$ cat src/rtl/wb_gpio_scanner_pkg.sv
// Shared register map and FSM encoding for the GPIO scanning initiator.
package wb_gpio_scanner_pkg;

  // Byte offsets of the GPIO responder registers
  localparam logic [31:0] GPIO_DATA_OFS = 32'h0;
  localparam logic [31:0] GPIO_OUT_OFS  = 32'h4;
  localparam logic [31:0] GPIO_DIR_OFS  = 32'h8;

  typedef enum logic [2:0] {
    ST_IDLE = 3'd0,
    ST_CFG  = 3'd1,
    ST_GAP  = 3'd2,
    ST_WAIT = 3'd3,
    ST_RD   = 3'd4,
    ST_CMP  = 3'd5
  } state_t;

endpackage

$ cat src/rtl/gpio_evt_fifo.sv
// Synchronous event FIFO; a push into a full FIFO is accepted only when a pop
// frees a slot in the same cycle, and pops on an empty FIFO are ignored.
module gpio_evt_fifo #(
  parameter int W  = 24,
  parameter int AW = 3
) (
  input  logic         clk,
  input  logic         rst,
  input  logic         push,
  input  logic         pop,
  input  logic [W-1:0] din,
  output logic [W-1:0] dout,
  output logic         full,
  output logic         empty
);

  logic [W-1:0]  mem [2**AW];
  logic [AW-1:0] wr_ptr, rd_ptr;
  logic [AW:0]   count;
  logic          wr_en, rd_en;

  assign empty = (count == '0);
  assign full  = (count == (AW+1)'(2**AW));
  assign rd_en = pop && !empty;
  assign wr_en = push && (!full || rd_en);
  assign dout  = mem[rd_ptr];

  // Storage write; contents need no reset since count gates visibility
  always_ff @(posedge clk) begin
    if (wr_en) mem[wr_ptr] <= din;
  end

  // Pointers wrap naturally at 2^AW; count tracks occupancy
  always_ff @(posedge clk or posedge rst) begin
    if (rst) begin
      wr_ptr <= '0;
      rd_ptr <= '0;
      count  <= '0;
    end else begin
      if (wr_en) wr_ptr <= wr_ptr + AW'(1);
      if (rd_en) rd_ptr <= rd_ptr + AW'(1);
      case ({wr_en, rd_en})
        2'b10:   count <= count + (AW+1)'(1);
        2'b01:   count <= count - (AW+1)'(1);
        default: count <= count;
      endcase
    end
  end

endmodule

$ cat src/rtl/wb_gpio_scanner.sv
// Wishbone initiator that configures a GPIO responder once per enable, then
// polls its data register and logs every change with a timestamp.
module wb_gpio_scanner
  import wb_gpio_scanner_pkg::*;
#(
  parameter int          GPIO_W   = 8,
  parameter logic [31:0] BASE_ADR = 32'h0,
  parameter logic [31:0] DIR_INIT = 32'h0,
  parameter int          TS_W     = 16,
  parameter int          FIFO_AW  = 3,
  parameter int          TIMEOUT  = 15
) (
  input  logic              clk,
  input  logic              rst,
  output logic [31:0]       wb_adr_o,
  output logic [31:0]       wb_dat_o,
  input  logic [31:0]       wb_dat_i,
  output logic              wb_we_o,
  output logic              wb_cyc_o,
  output logic              wb_stb_o,
  input  logic              wb_ack_i,
  input  logic              en,
  input  logic [15:0]       period,
  input  logic              evt_pop,
  output logic              evt_valid,
  output logic [GPIO_W-1:0] evt_data,
  output logic [TS_W-1:0]   evt_ts,
  output logic              evt_ovf,
  input  logic              evt_ovf_clr,
  output logic              bus_err,
  output logic              irq
);

  localparam int TO_W = $clog2(TIMEOUT + 1);

  state_t            state, state_d;
  logic              en_q, first_pend;
  logic [15:0]       per_cnt, period_eff;
  logic [TO_W-1:0]   to_cnt;
  logic [TS_W-1:0]   ts, samp_ts;
  logic [GPIO_W-1:0] samp, last;
  logic              in_txn, ack_ok, to_hit, push;
  logic              fifo_full, fifo_empty;
  logic              cyc_d, we_d;
  logic [31:0]       adr_d, dat_d;
  logic              unused_dat;

  assign unused_dat = ^wb_dat_i;
  assign period_eff = (period == 16'd0) ? 16'd1 : period;
  assign in_txn     = (state == ST_CFG) || (state == ST_RD);
  assign ack_ok     = in_txn && wb_ack_i;
  assign to_hit     = in_txn && !wb_ack_i && (to_cnt == TO_W'(TIMEOUT - 1));
  assign push       = (state == ST_CMP) && !first_pend && (samp != last);

  // Next state plus next bus outputs; outputs are registered from state_d
  always_comb begin
    state_d = state;
    cyc_d   = 1'b0;
    we_d    = 1'b0;
    adr_d   = '0;
    dat_d   = '0;
    unique case (state)
      ST_IDLE: if (en && !en_q) state_d = ST_CFG;
      ST_CFG, ST_RD: begin
        if (ack_ok || to_hit) begin
          if (!en)                           state_d = ST_IDLE;
          else if (ack_ok && state == ST_RD) state_d = ST_CMP;
          else                               state_d = ST_GAP;
        end
      end
      ST_GAP:  state_d = en ? ST_WAIT : ST_IDLE;
      ST_WAIT: begin
        if (!en)                   state_d = ST_IDLE;
        else if (per_cnt <= 16'd1) state_d = ST_RD;
      end
      ST_CMP:  state_d = ST_GAP;
      default: state_d = ST_IDLE;
    endcase
    if (state_d == ST_CFG) begin
      cyc_d = 1'b1;
      we_d  = 1'b1;
      adr_d = BASE_ADR + GPIO_DIR_OFS;
      dat_d[GPIO_W-1:0] = DIR_INIT[GPIO_W-1:0];
    end else if (state_d == ST_RD) begin
      cyc_d = 1'b1;
      adr_d = BASE_ADR + GPIO_DATA_OFS;
    end
  end

  // State register and registered Wishbone outputs
  always_ff @(posedge clk or posedge rst) begin
    if (rst) begin
      state    <= ST_IDLE;
      wb_cyc_o <= 1'b0;
      wb_stb_o <= 1'b0;
      wb_we_o  <= 1'b0;
      wb_adr_o <= '0;
      wb_dat_o <= '0;
    end else begin
      state    <= state_d;
      wb_cyc_o <= cyc_d;
      wb_stb_o <= cyc_d;
      wb_we_o  <= we_d;
      wb_adr_o <= adr_d;
      wb_dat_o <= dat_d;
    end
  end

  // Timestamp, poll period, ack timeout and enable-edge bookkeeping
  always_ff @(posedge clk or posedge rst) begin
    if (rst) begin
      ts      <= '0;
      per_cnt <= '0;
      to_cnt  <= '0;
      en_q    <= 1'b0;
      bus_err <= 1'b0;
    end else begin
      ts      <= ts + TS_W'(1);
      en_q    <= en;
      bus_err <= to_hit;
      if (state == ST_GAP)       per_cnt <= period_eff;
      else if (state == ST_WAIT) per_cnt <= per_cnt - 16'd1;
      if (in_txn && state_d == state) to_cnt <= to_cnt + TO_W'(1);
      else                            to_cnt <= '0;
    end
  end

  // Sample capture, change detection and sticky overflow flag
  always_ff @(posedge clk or posedge rst) begin
    if (rst) begin
      first_pend <= 1'b0;
      samp       <= '0;
      samp_ts    <= '0;
      last       <= '0;
      evt_ovf    <= 1'b0;
    end else begin
      if (state == ST_IDLE && state_d == ST_CFG) first_pend <= 1'b1;
      if (state == ST_RD && wb_ack_i) begin
        samp    <= wb_dat_i[GPIO_W-1:0];
        samp_ts <= ts;
      end
      if (state == ST_CMP) begin
        first_pend <= 1'b0;
        if (first_pend || samp != last) last <= samp;
      end
      if (push && fifo_full && !evt_pop) evt_ovf <= 1'b1;
      else if (evt_ovf_clr)              evt_ovf <= 1'b0;
    end
  end

  gpio_evt_fifo #(
    .W  (GPIO_W + TS_W),
    .AW (FIFO_AW)
  ) u_fifo (
    .clk   (clk),
    .rst   (rst),
    .push  (push),
    .pop   (evt_pop),
    .din   ({samp, samp_ts}),
    .dout  ({evt_data, evt_ts}),
    .full  (fifo_full),
    .empty (fifo_empty)
  );

  assign evt_valid = !fifo_empty;
  assign irq       = evt_valid | evt_ovf;

endmodule

$ cat config.mk
export PLATFORM = sky130hd
export DESIGN_NAME = wb_gpio_scanner
export DESIGN_NICKNAME = d
export VERILOG_FILES = /design/src/rtl/wb_gpio_scanner_pkg.sv /design/src/rtl/gpio_evt_fifo.sv /design/src/rtl/wb_gpio_scanner.sv
export SDC_FILE = /design/constraint.sdc
export NUM_CORES = 1
export LEC_CHECK = 0
export ABC_AREA = 1
export CORE_ASPECT_RATIO = 1.4
export CORE_MARGIN = 4
export CORE_UTILIZATION = 30
export CTS_CLUSTER_DIAMETER = 120
export DETAILED_ROUTE_END_ITERATION = 10
export GPL_TIMING_DRIVEN = 1
export PLACE_DENSITY = 0.54
export SETUP_SLACK_MARGIN = 0.15
export SLEW_MARGIN = 20
export SYNTH_ARGS = -nofsm -noshare
export SYNTH_HDL_FRONTEND = slang
export SYNTH_SLANG_ARGS = --single-unit
export TNS_END_PERCENT = 20
$ cat constraint.sdc
create_clock -name clk -period 8.68 [get_ports clk]
set_clock_uncertainty 0.1 [all_clocks]
set_input_delay 1.302 -clock clk [delete_from_list [all_inputs] [get_ports clk]]
set_output_delay 1.302 -clock clk [all_outputs]
set_load 0.1 [all_outputs]
==> metrics.txt, run 1 <==
Synth async-reset ratio 31.2%; Cell Pwr Density 363 mW/mm²; RePlAce Congestion 0.786; insertion delay to the later sink of the worst-skew pair roughly 0.55 ns; Final Hold Violating Endpoints 0; worst slew pin tran 1.01 ns; Max Clock Freq approximately 0.18 GHz; Final Instance Area 0.0140 mm²; Avg Inst Size Synth 10.8 µm²; Setup Viol. Count Final 0; Pint 2.80 mW; commonest non-fill, non-tap cell in the layout nor2_1; Comb power frac 42.8%; status finished, final reports clean; number of nets in the final layout 1238; Critical Path Source Type flip-flop; Slew HR between 30% and 40%; worst vdd ir 203 µV; flop2flop setup slack 5.88 ns; cts hold-fix bufs 0; final WL between 20 and 30 mm; initial antenna violation count 0; GRT Total Usage 11.8%; root buf cell clkbuf_16; final max-slew violation count 0; Leakage 5.39 nW; Final min period approximately 5.6 ns; Flop pwr share about a third; IO Pins 149; vias in the first global route 7656; IO Port Bufs 61; worst hold path class reg -> reg; area share of fa/ha/maj cells after synthesis between 1 and 1.5%; TritonCTS clock tree yes; Antenna Nets Post-Route 0; TritonCTS Buffers 28; total number of yosys warnings 0; Cell variety after synth 39; post-synthesis mux area share less than 1%; largest net degree at the start of global routing 78; cts repair resizes 0; most frequent cells in the layout 211 x nor2_1, 192 x edfxtp_1, 132 x nand2_1; Max Fanout on Critical Path 77; Worst Path Required 7.28 ns; compound-gate portion of the synthesized area under 10%; residual DRC count 0; Die Area 0.0437 mm²; vias 7777; xor and xnor fraction of the mapped netlist area 1.95%; H-tree levels 1; Synth Instances 1117; gr ovfl total 0; Worst setup EP type output port; number of diodes 0; Most used DFF post-synth edfxtp_1; Clock power frac 24.0%; Cell Area, Placed 0.0131 mm²; Yosys reg bits 279; fraction of layout cells with a size suffix above 1 7.36%; Post-DP HPWL ~15 mm; Switching Fraction between 40% and 50%; Worst-path clk slew roughly 0.06 ns; Max Cap Violations 0; Post-synth EDFFs around 190; core area 0.0396 mm²; DRT iter0 DRCs 377; Initial Util 30.6%; Setup Fix Bufs, Post-CTS 0; total negative setup slack 0 ns; Max clock buf depth 3; Die Y 246 µm; final hold slack 0.374 ns; crit share post-route 64.8%; P&R area growth vs syn 15.7%; per-cell routed wire length 15.2 µm; Psw 2.29 mW; WP data arrival 4.22 ns; Die W 178 µm; Netlist Area Pre-Place 0.0121 mm²; CTS sink count 279; post-synthesis sequential area ratio between 60% and 70%; Vias/cell 4.51; critical path class reg -> out; RSZ-0062 raised after global routing no; first-pass GRT wire length 41.0 mm; Post-Synth Simple-Gate Area 14.1%; largest family of logic cells by synthesized area simple AND/OR/NAND/NOR gates; TritonRoute pass-1 iters 4; Core Rows 86
per-stage QoR:
| stage | worst slack, ns | util [%] | cells | power, mW |
|---|---|---|---|---|
| 6_report | 3.06 | 35.4 | 1724 | 5.08 |
| 3_5_place_dp | 3.57 | 33.0 | 1672 | 3.91 |
| 2_1_floorplan | 4.47 | - | 1179 | 3.43 |
| 3_3_place_gp | 3.59 | 33.0 | 1672 | 3.89 |
| 4_1_cts | 2.97 | 35.4 | 1724 | 5.15 |
| 5_1_grt | 2.79 | 35.4 | 1724 | 5.37 |
worst max-delay path, stage by stage (launching register included):
cell	delay (ns)
dfrtp_2	0.69
clkinv_2	0.36
buf_4	0.69
o21ai_0	0.17
o22ai_1	0.15
nor2_1	0.06
a31oi_1	0.31
clkdlybuf4s50_1	1.22
per-layer routing:
layer	vias up	GRT usage, %	share of wire (%)
met5	-	0	0
li1	3810	-	-
met1	3758	14.4	42
met2	170	21.3	50
met4	0	3.60	2.5
met3	39	1.97	5.1
layout make-up:
cell class,instances,area (µm²)
clock buffers,41,791
clock inverters,11,140
fillers,3926,25600
inverters,67,254
multi-input cells,724,3520
flip-flops and latches,279,7940
well taps,528,661
repair buffers,74,708
path summary, 6_finish.rpt:
kind	startpoint	endpoint	depth (start not counted)
max reg2reg	samp[4]$_DFFE_PP0P_	u_fifo.mem[6][9]$_DFFE_PP_	9
min	ts[0]$_DFF_PP0_	ts[0]$_DFF_PP0_	1
min in group asynchronous	rst	to_cnt[0]$_DFF_PP0_	2
max in group asynchronous	rst	u_fifo.rd_ptr[0]$_DFFE_PP0P_	3
min reg2reg	ts[0]$_DFF_PP0_	ts[0]$_DFF_PP0_	1
max	u_fifo.rd_ptr[0]$_DFFE_PP0P_	evt_data[6]	7
state kept, by name (all words and copies together) (netlist names), 3 cells and up:
register / count
last: 8
u_fifo.count: 4
u_fifo.wr_ptr: 3
to_cnt: 4
ts: 16
u_fifo.mem: 192
u_fifo.rd_ptr: 3
samp: 8
per_cnt: 16
samp_ts: 16
state: 3
synthesized netlist by cell type, types with 5 or more instances:
library cell	number	area share, %
edfxtp_1	192	48
xnor2_1	10	0.72
a31oi_1	25	1.3
nor3_1	10	0.41
dfrtp_1	87	18
buf_4	65	4.0
inv_2	5	0.15
a21oi_1	11	0.45
nor2_1	219	6.8
inv_1	62	1.9
nor4_1	5	0.26
o22ai_1	25	1.3
nand3_1	24	0.99
o21ai_0	128	5.3
a22oi_1	10	0.62
nand2_1	132	4.1
ha_1	9	0.93
xor2_1	17	1.2
clkbuf_1	36	1.1
buf_2	8	0.33
logic make-up after synthesis:
family,count (synthesis)
simple gates,413
flops,279
mux,3
other cells,1
buf+inv,176
compound gates,208
xor+xnor,27
fa+ha+maj,10
power by group through the flow:
| stage | clock [mW] | combinational (mW) | sequential, mW |
|---|---|---|---|
| after floorplan | 0 | 1.75 | 1.68 |
| after global placement | 0 | 2.18 | 1.71 |
| after detailed placement | 0 | 2.20 | 1.71 |
| after CTS | 1.26 | 2.20 | 1.69 |
| after global routing | 1.31 | 2.35 | 1.71 |
| final | 1.22 | 2.18 | 1.69 |
No activity file was read; power rests on OpenSTA's default activity.
==> run 2: changes to the inputs <==
--- a/config.mk
+++ b/config.mk
@@ -12,7 +12,7 @@
 export CTS_CLUSTER_DIAMETER = 120
 export DETAILED_ROUTE_END_ITERATION = 10
 export GPL_TIMING_DRIVEN = 1
-export PLACE_DENSITY = 0.54
+export PLACE_DENSITY = 0.56
 export SETUP_SLACK_MARGIN = 0.15
 export SLEW_MARGIN = 20
 export SYNTH_ARGS = -nofsm -noshare
==> constraint.sdc (replaced) <==
create_clock -name clk -period 5 [get_ports clk]
set_clock_uncertainty 0.1 [all_clocks]
set_input_delay 0.75 -clock clk [delete_from_list [all_inputs] [get_ports clk]]
set_output_delay 0.75 -clock clk [all_outputs]
set_load 0.1 [all_outputs]
==> run 2 against run 1 <==
Net effect:
- sequential share of layout area down 0.43 points
- total power rose by 78%
- clock-buffer cell count up 3
- combinational power rose by 87%
- final cell count about the same
- worst setup slack worse by 1.9 ns
- sequential cell count is the same
- register-to-register slack got worse by 3.9 ns
- first-iteration DRC count up 12%
- design area grew 0.77%
- critical endpoint unchanged
- largest cell class unchanged
- highest routed layer unchanged
==> metrics.txt, run 2 (same netlist as run 1, synthesis figures left out) <==
root buf cell clkbuf_16 (unchanged); Hold Path Origin ts[0]$_DFF_PP0_ (unchanged); RePlAce Congestion 0.789 (was 0.786); Leakage 5.47 nW (was 5.39 nW); Initial Util 30.6% (unchanged); worst slew pin tran 1.07 ns (was 1.01 ns); first-pass GRT wire length 40.9 mm (was 41.0 mm); Die Y 246 µm (unchanged); gr ovfl total 0 (unchanged); Post-DP HPWL 15.5 mm (was 15.2 mm); Switching Fraction 44.5% (was 45.0%); Vias/cell 4.57 (was 4.51); Clock power frac 22.9% (was 24.0%); cts repair resizes 0 (unchanged); CP Launch Point u_fifo.rd_ptr[0]$_DFFE_PP0P_ (unchanged); IO Port Bufs 61 (unchanged); Max Cap Violations 0 (unchanged); Biggest register u_fifo.mem (unchanged); initial antenna violation count 0 (unchanged); status finished, final reports clean (unchanged); DRT iter0 DRCs 422 (was 377); TritonCTS Buffers 28 (unchanged); GRT Total Usage 11.7% (was 11.8%); Cell Pwr Density 639 mW/mm² (was 363 mW/mm²); number of nets in the final layout 1240 (was 1238); fraction of layout cells with a size suffix above 1 9.11% (was 7.36%); Max Clock Freq 0.263 GHz; Setup Viol. Count Final 0 (unchanged); Max Fanout on Critical Path 97 (was 77); Reg2Reg Launch Point samp[4]$_DFFE_PP0P_ (unchanged); cts hold-fix bufs 0 (unchanged); core area 0.0396 mm² (unchanged); H-tree levels 1 (unchanged); Slew HR 28.9% (was 32.3%); worst hold path class reg -> reg (unchanged); residual DRC count 0 (unchanged); Worst Path Required 4.15 ns (was 7.28 ns); final hold slack 0.359 ns (was 0.374 ns); final max-slew violation count 0 (unchanged); Final Hold Violating Endpoints 0 (unchanged); Comb power frac 45.2% (was 42.8%); Buffers & Inverters on Critical Path 2 (was 3); P&R area growth vs syn 16.6% (was 15.7%); Psw 4.01 mW (was 2.29 mW); Die Area 0.0437 mm² (unchanged); Final min period between 3 and 4 ns; IO Pins 149 (unchanged); vias 7890 (was 7777); WP data arrival 2.95 ns (was 4.22 ns); Final Total Pwr 9.03 mW (was 5.08 mW); worst vdd ir 383 µV (was 203 µV); TritonRoute pass-1 iters 5 (was 4); RSZ-0062 raised after global routing no (unchanged); per-cell routed wire length 15.0 µm (was 15.2 µm); Critical Path Source Type flip-flop (unchanged); Antenna Nets Post-Route 0 (unchanged); max reg flops 192 (unchanged); Max clock buf depth 3 (unchanged); total negative setup slack 0 ns (unchanged); Slowest Stage Delay on Critical Path 0.80 ns (was 1.22 ns); final WL 26.0 mm (was 26.1 mm); CP max-delay cell buf_4 (was clkdlybuf4s50_1); CTS sink count 279 (unchanged); crit-path leading delay family buffers and inverters (unchanged); crit-path cells buf_4 > o21ai_0 > o22ai_1 > nor2_1 > a31oi_1 > buf_12 (was clkinv_2 > buf_4 > o21ai_0 > o22ai_1 > nor2_1 > a31oi_1 > clkdlybuf4s50_1); critical path class reg -> out (unchanged); final setup margin 1.20 ns (was 3.06 ns); number of diodes 0 (unchanged); TritonCTS clock tree yes (unchanged); vias in the first global route 7770 (was 7656); Setup Fix Bufs, Post-CTS 0 (unchanged); Die W 178 µm (unchanged); crit share post-route 75.9%; pre-CTS setup slack 1.61 ns (was 3.57 ns); Flop pwr share 31.9% (was 33.2%); Worst setup EP type output port (unchanged); largest net degree at the start of global routing 98 (was 78); insertion delay to the later sink of the worst-skew pair 0.55 ns (about the same); commonest non-fill, non-tap cell in the layout nor2_1 (unchanged); most frequent cells in the layout 211 x nor2_1, 192 x edfxtp_1, 132 x nand2_1 (unchanged); Core Rows 86 (unchanged); Worst-path clk slew 0.06 ns (about the same); Pint 5.01 mW (was 2.80 mW)
## run 2: cell count changes in the layout (fill, tap and decap cells not counted), sizes merged
cell           delta
buf              +26
bufinv            -1
clkbuf            +3
clkdlybuf4s50    -24
clkinv            -5
inv               +2
## run 2: worst reg2reg max path, delay by kind of cell (launching register included)
family	cells	cell delay, ns
DFF	1	0.53
buffers and inverters	2	0.55
and+or+nand+nor	8	1.46
## run 2: power by group through the flow
stage          sequential [mW]  combinational, mW  clock (mW)
4_1_cts                   2.88               4.14        2.12
3_5_place_dp              2.92               4.13           0
6_report                  2.88               4.08        2.07
5_1_grt                   2.91               4.39        2.22
2_1_floorplan             2.91               3.05           0
3_3_place_gp              2.91               4.10           0
## run 2: cell type report
type                    instances  area, µm²
fillers                      3969      25500
clock inverters                 7       90.1
inverters                      67        256
multi-input cells             724       3520
well taps                     528        661
repair buffers                 76        838
flip-flops and latches        279       7940
clock buffers                  44        812
## run 2: stage by stage
stage / cell area [µm²] / cells / util (%)
2_1_floorplan: 12300 / 1179 / -
3_3_place_gp: 13200 / 1674 / 33.4
3_5_place_dp: 13200 / 1674 / 33.4
4_1_cts: 14100 / 1725 / 35.6
5_1_grt: 14100 / 1725 / 35.7
6_report: 14100 / 1725 / 35.7
## run 2: final timing paths
check                                              end  slack (ns)  cells after the start
min in group asynchronous          to_cnt[2]$_DFF_PP0_        0.58                      2
min reg2reg                            ts[0]$_DFF_PP0_        0.36                      1
max reg2reg                u_fifo.mem[2][13]$_DFFE_PP_        2.03                     10
max                                        evt_data[6]        1.20                      6
min                                    ts[0]$_DFF_PP0_        0.36                      1
max in group asynchronous       samp_ts[7]$_DFFE_PP0P_        3.26                      3
## run 2: metal layers
metal,up-vias,track usage [%],wire length [µm]
li1,3817,-,-
met1,3861,14.2,10900
met2,166,21.0,13300
met3,46,1.85,1150
met4,0,3.78,658
met5,-,0,0
==> run 3: changes to the inputs <==
==> constraint.sdc (replaced) <==
create_clock -name clk -period 3.32 [get_ports clk]
set_clock_uncertainty 0.1 [all_clocks]
set_input_delay 0.498 -clock clk [delete_from_list [all_inputs] [get_ports clk]]
set_output_delay 0.498 -clock clk [all_outputs]
set_load 0.1 [all_outputs]
==> run 3 against run 2 <==
Net effect:
- final cell count up 0.41%
- critical endpoint is now evt_ts[1]
- register-to-register slack worse by 1.3 ns
- largest cell class unchanged
- critical path type unchanged
- sequential share of layout area down 0.83 points
==> metrics.txt, run 3 (same netlist as run 1, synthesis figures left out) <==
CTS sink count 279 (unchanged); critical path class reg -> out (unchanged); Leakage 5.57 nW (was 5.47 nW); Worst setup EP type output port (unchanged); per-cell routed wire length 14.9 µm (was 15.0 µm); Cell Pwr Density 974 mW/mm² (was 639 mW/mm²); Antenna Nets Post-Route 0 (unchanged); RePlAce Congestion 0.783 (was 0.789); Setup Viol. Count Final 0 (unchanged); DRT iter0 DRCs 474 (was 422); Max Fanout on Critical Path 32 (was 97); TritonRoute pass-1 iters 7 (was 5); commonest non-fill, non-tap cell in the layout nor2_1 (unchanged); vias 7883 (was 7890); Max Clock Freq between 0.3 and 0.4 GHz; Post-DP HPWL 15.4 mm (was 15.5 mm); Die W 178 µm (unchanged); Final Total Pwr 14.0 mW (was 9.03 mW); most frequent cells in the layout 211 x nor2_1, 192 x edfxtp_1, 132 x nand2_1 (unchanged); number of diodes 0 (unchanged); Initial Util 30.6% (unchanged); Die Area 0.0437 mm² (unchanged); final setup margin 0.267 ns (was 1.20 ns); pre-CTS setup slack 0.670 ns (was 1.61 ns); worst vdd ir 755 µV (was 383 µV); TritonCTS Buffers 28 (unchanged); final WL 25.8 mm (was 26.0 mm); core area 0.0396 mm² (unchanged); WP data arrival 2.45 ns (was 2.95 ns); largest net degree at the start of global routing 98 (unchanged); max reg flops 192 (unchanged); Core Rows 86 (unchanged); cts hold-fix bufs 0 (unchanged); Max clock buf depth 3 (unchanged); initial antenna violation count 0 (unchanged); Final min period around 3.1 ns; IO Port Bufs 61 (unchanged); vias in the first global route 7612 (was 7770); Slew HR 34.3% (was 28.9%); first-pass GRT wire length 40.3 mm (was 40.9 mm); Worst-path clk slew 0.06 ns (about the same); RSZ-0062 raised after global routing no (unchanged); worst slew pin tran 0.983 ns (was 1.07 ns); total negative setup slack 0 ns (unchanged); Cell Area, Placed 0.0134 mm² (was 0.0132 mm²); Die Y 246 µm (unchanged); Critical Path Source Type flip-flop (unchanged); Max Cap Violations 0 (unchanged); residual DRC count 0 (unchanged); Layout Cells excl Fill 1732 (was 1725); GRT Total Usage 11.5% (was 11.7%); fraction of layout cells with a size suffix above 1 10.5% (was 9.11%); crit share post-route 91.9%; status finished, final reports clean (unchanged); Vias/cell 4.55 (was 4.57); Worst Path Required 2.72 ns (was 4.15 ns); Final Hold Violating Endpoints 0 (unchanged); Final Instance Area 0.0143 mm² (was 0.0141 mm²); H-tree levels 1 (unchanged); Placed Instances 1680 (was 1674); TritonCTS clock tree yes (unchanged); number of nets in the final layout 1246 (was 1240); final max-slew violation count 0 (unchanged); IO Pins 149 (unchanged); P&R area growth vs syn 18.4% (was 16.6%); root buf cell clkbuf_16 (unchanged); worst hold path class in -> async (was reg -> reg); insertion delay to the later sink of the worst-skew pair 0.54 ns (was 0.55 ns); Biggest register u_fifo.mem (unchanged); gr ovfl total 0 (unchanged)
==> run 3: changes by cell type in the layout (fill, tap and decap cells not counted), sizes merged <==
cell           delta
clkinv           +10
inv               -2
clkdlybuf4s50     -5
buf              +11
clkbuf            -7
==> run 3: area by class of cell <==
| class | instances | area (µm²) |
|---|---|---|
| clock buffers | 37 | 766 |
| fillers | 3891 | 25300 |
| inverters | 67 | 253 |
| repair buffers | 82 | 1050 |
| flip-flops and latches | 279 | 7940 |
| clock inverters | 15 | 130 |
| multi-input cells | 724 | 3530 |
| well taps | 528 | 661 |
==> run 3: metal layers <==
metal | wire length, µm | up-vias | global-route usage, %
li1 | - | 3829 | -
met4 | 590 | 0 | 3.73
met5 | 0 | - | 0
met3 | 1380 | 41 | 1.89
met2 | 13500 | 194 | 21.1
met1 | 10400 | 3819 | 13.6
==> run 3: worst paths after layout <==
| check | depth (start not counted) | slack [ns] | startpoint | to |
|---|---|---|---|---|
| max in group asynchronous | 3 | 2.11 | rst | last[5]$_DFFE_PP0P_ |
| setup reg to reg | 10 | 0.75 | samp[4]$_DFFE_PP0P_ | u_fifo.mem[0][9]$_DFFE_PP_ |
| setup / recovery | 7 | 0.27 | u_fifo.rd_ptr[1]$_DFFE_PP0P_ | evt_ts[1] |
| min in group clk | 1 | 0.37 | ts[0]$_DFF_PP0_ | ts[0]$_DFF_PP0_ |
| hold reg to reg | 1 | 0.37 | ts[0]$_DFF_PP0_ | ts[0]$_DFF_PP0_ |
| hold / removal | 2 | 0.30 | rst | to_cnt[3]$_DFF_PP0_ |
==> run 3: worst max-delay path, cell delays in order (launching register included) <==
cell and delay (ns):
dfrtp_1 0.39, inv_1 0.08, buf_4 0.37, o21ai_0 0.16, o22ai_1 0.14, nor2_1 0.06, a31oi_1 0.47, buf_12 0.25
==> run 3: per-stage QoR <==
stage                     utilization (%)  hold WS (ns)
after global routing                 36.2         0.359
after global placement               33.9         0.359
final                                36.2         0.305
after floorplan                         -         0.324
after detailed placement             33.9         0.368
after CTS                            36.2         0.304
==> run 3: repair_timing <==
item / CTS / global route
endpoints found under the hold margin: 0 / 0
resized for setup: 1 / 0
setup buffers: 0 / 0
endpoints found under the setup margin: 1 / 0
==> run 3: report_power, final <==
part	switching [mW]	internal, mW
Clock	1.27	1.78
Combinational	4.55	2.02
Sequential	0.295	4.04
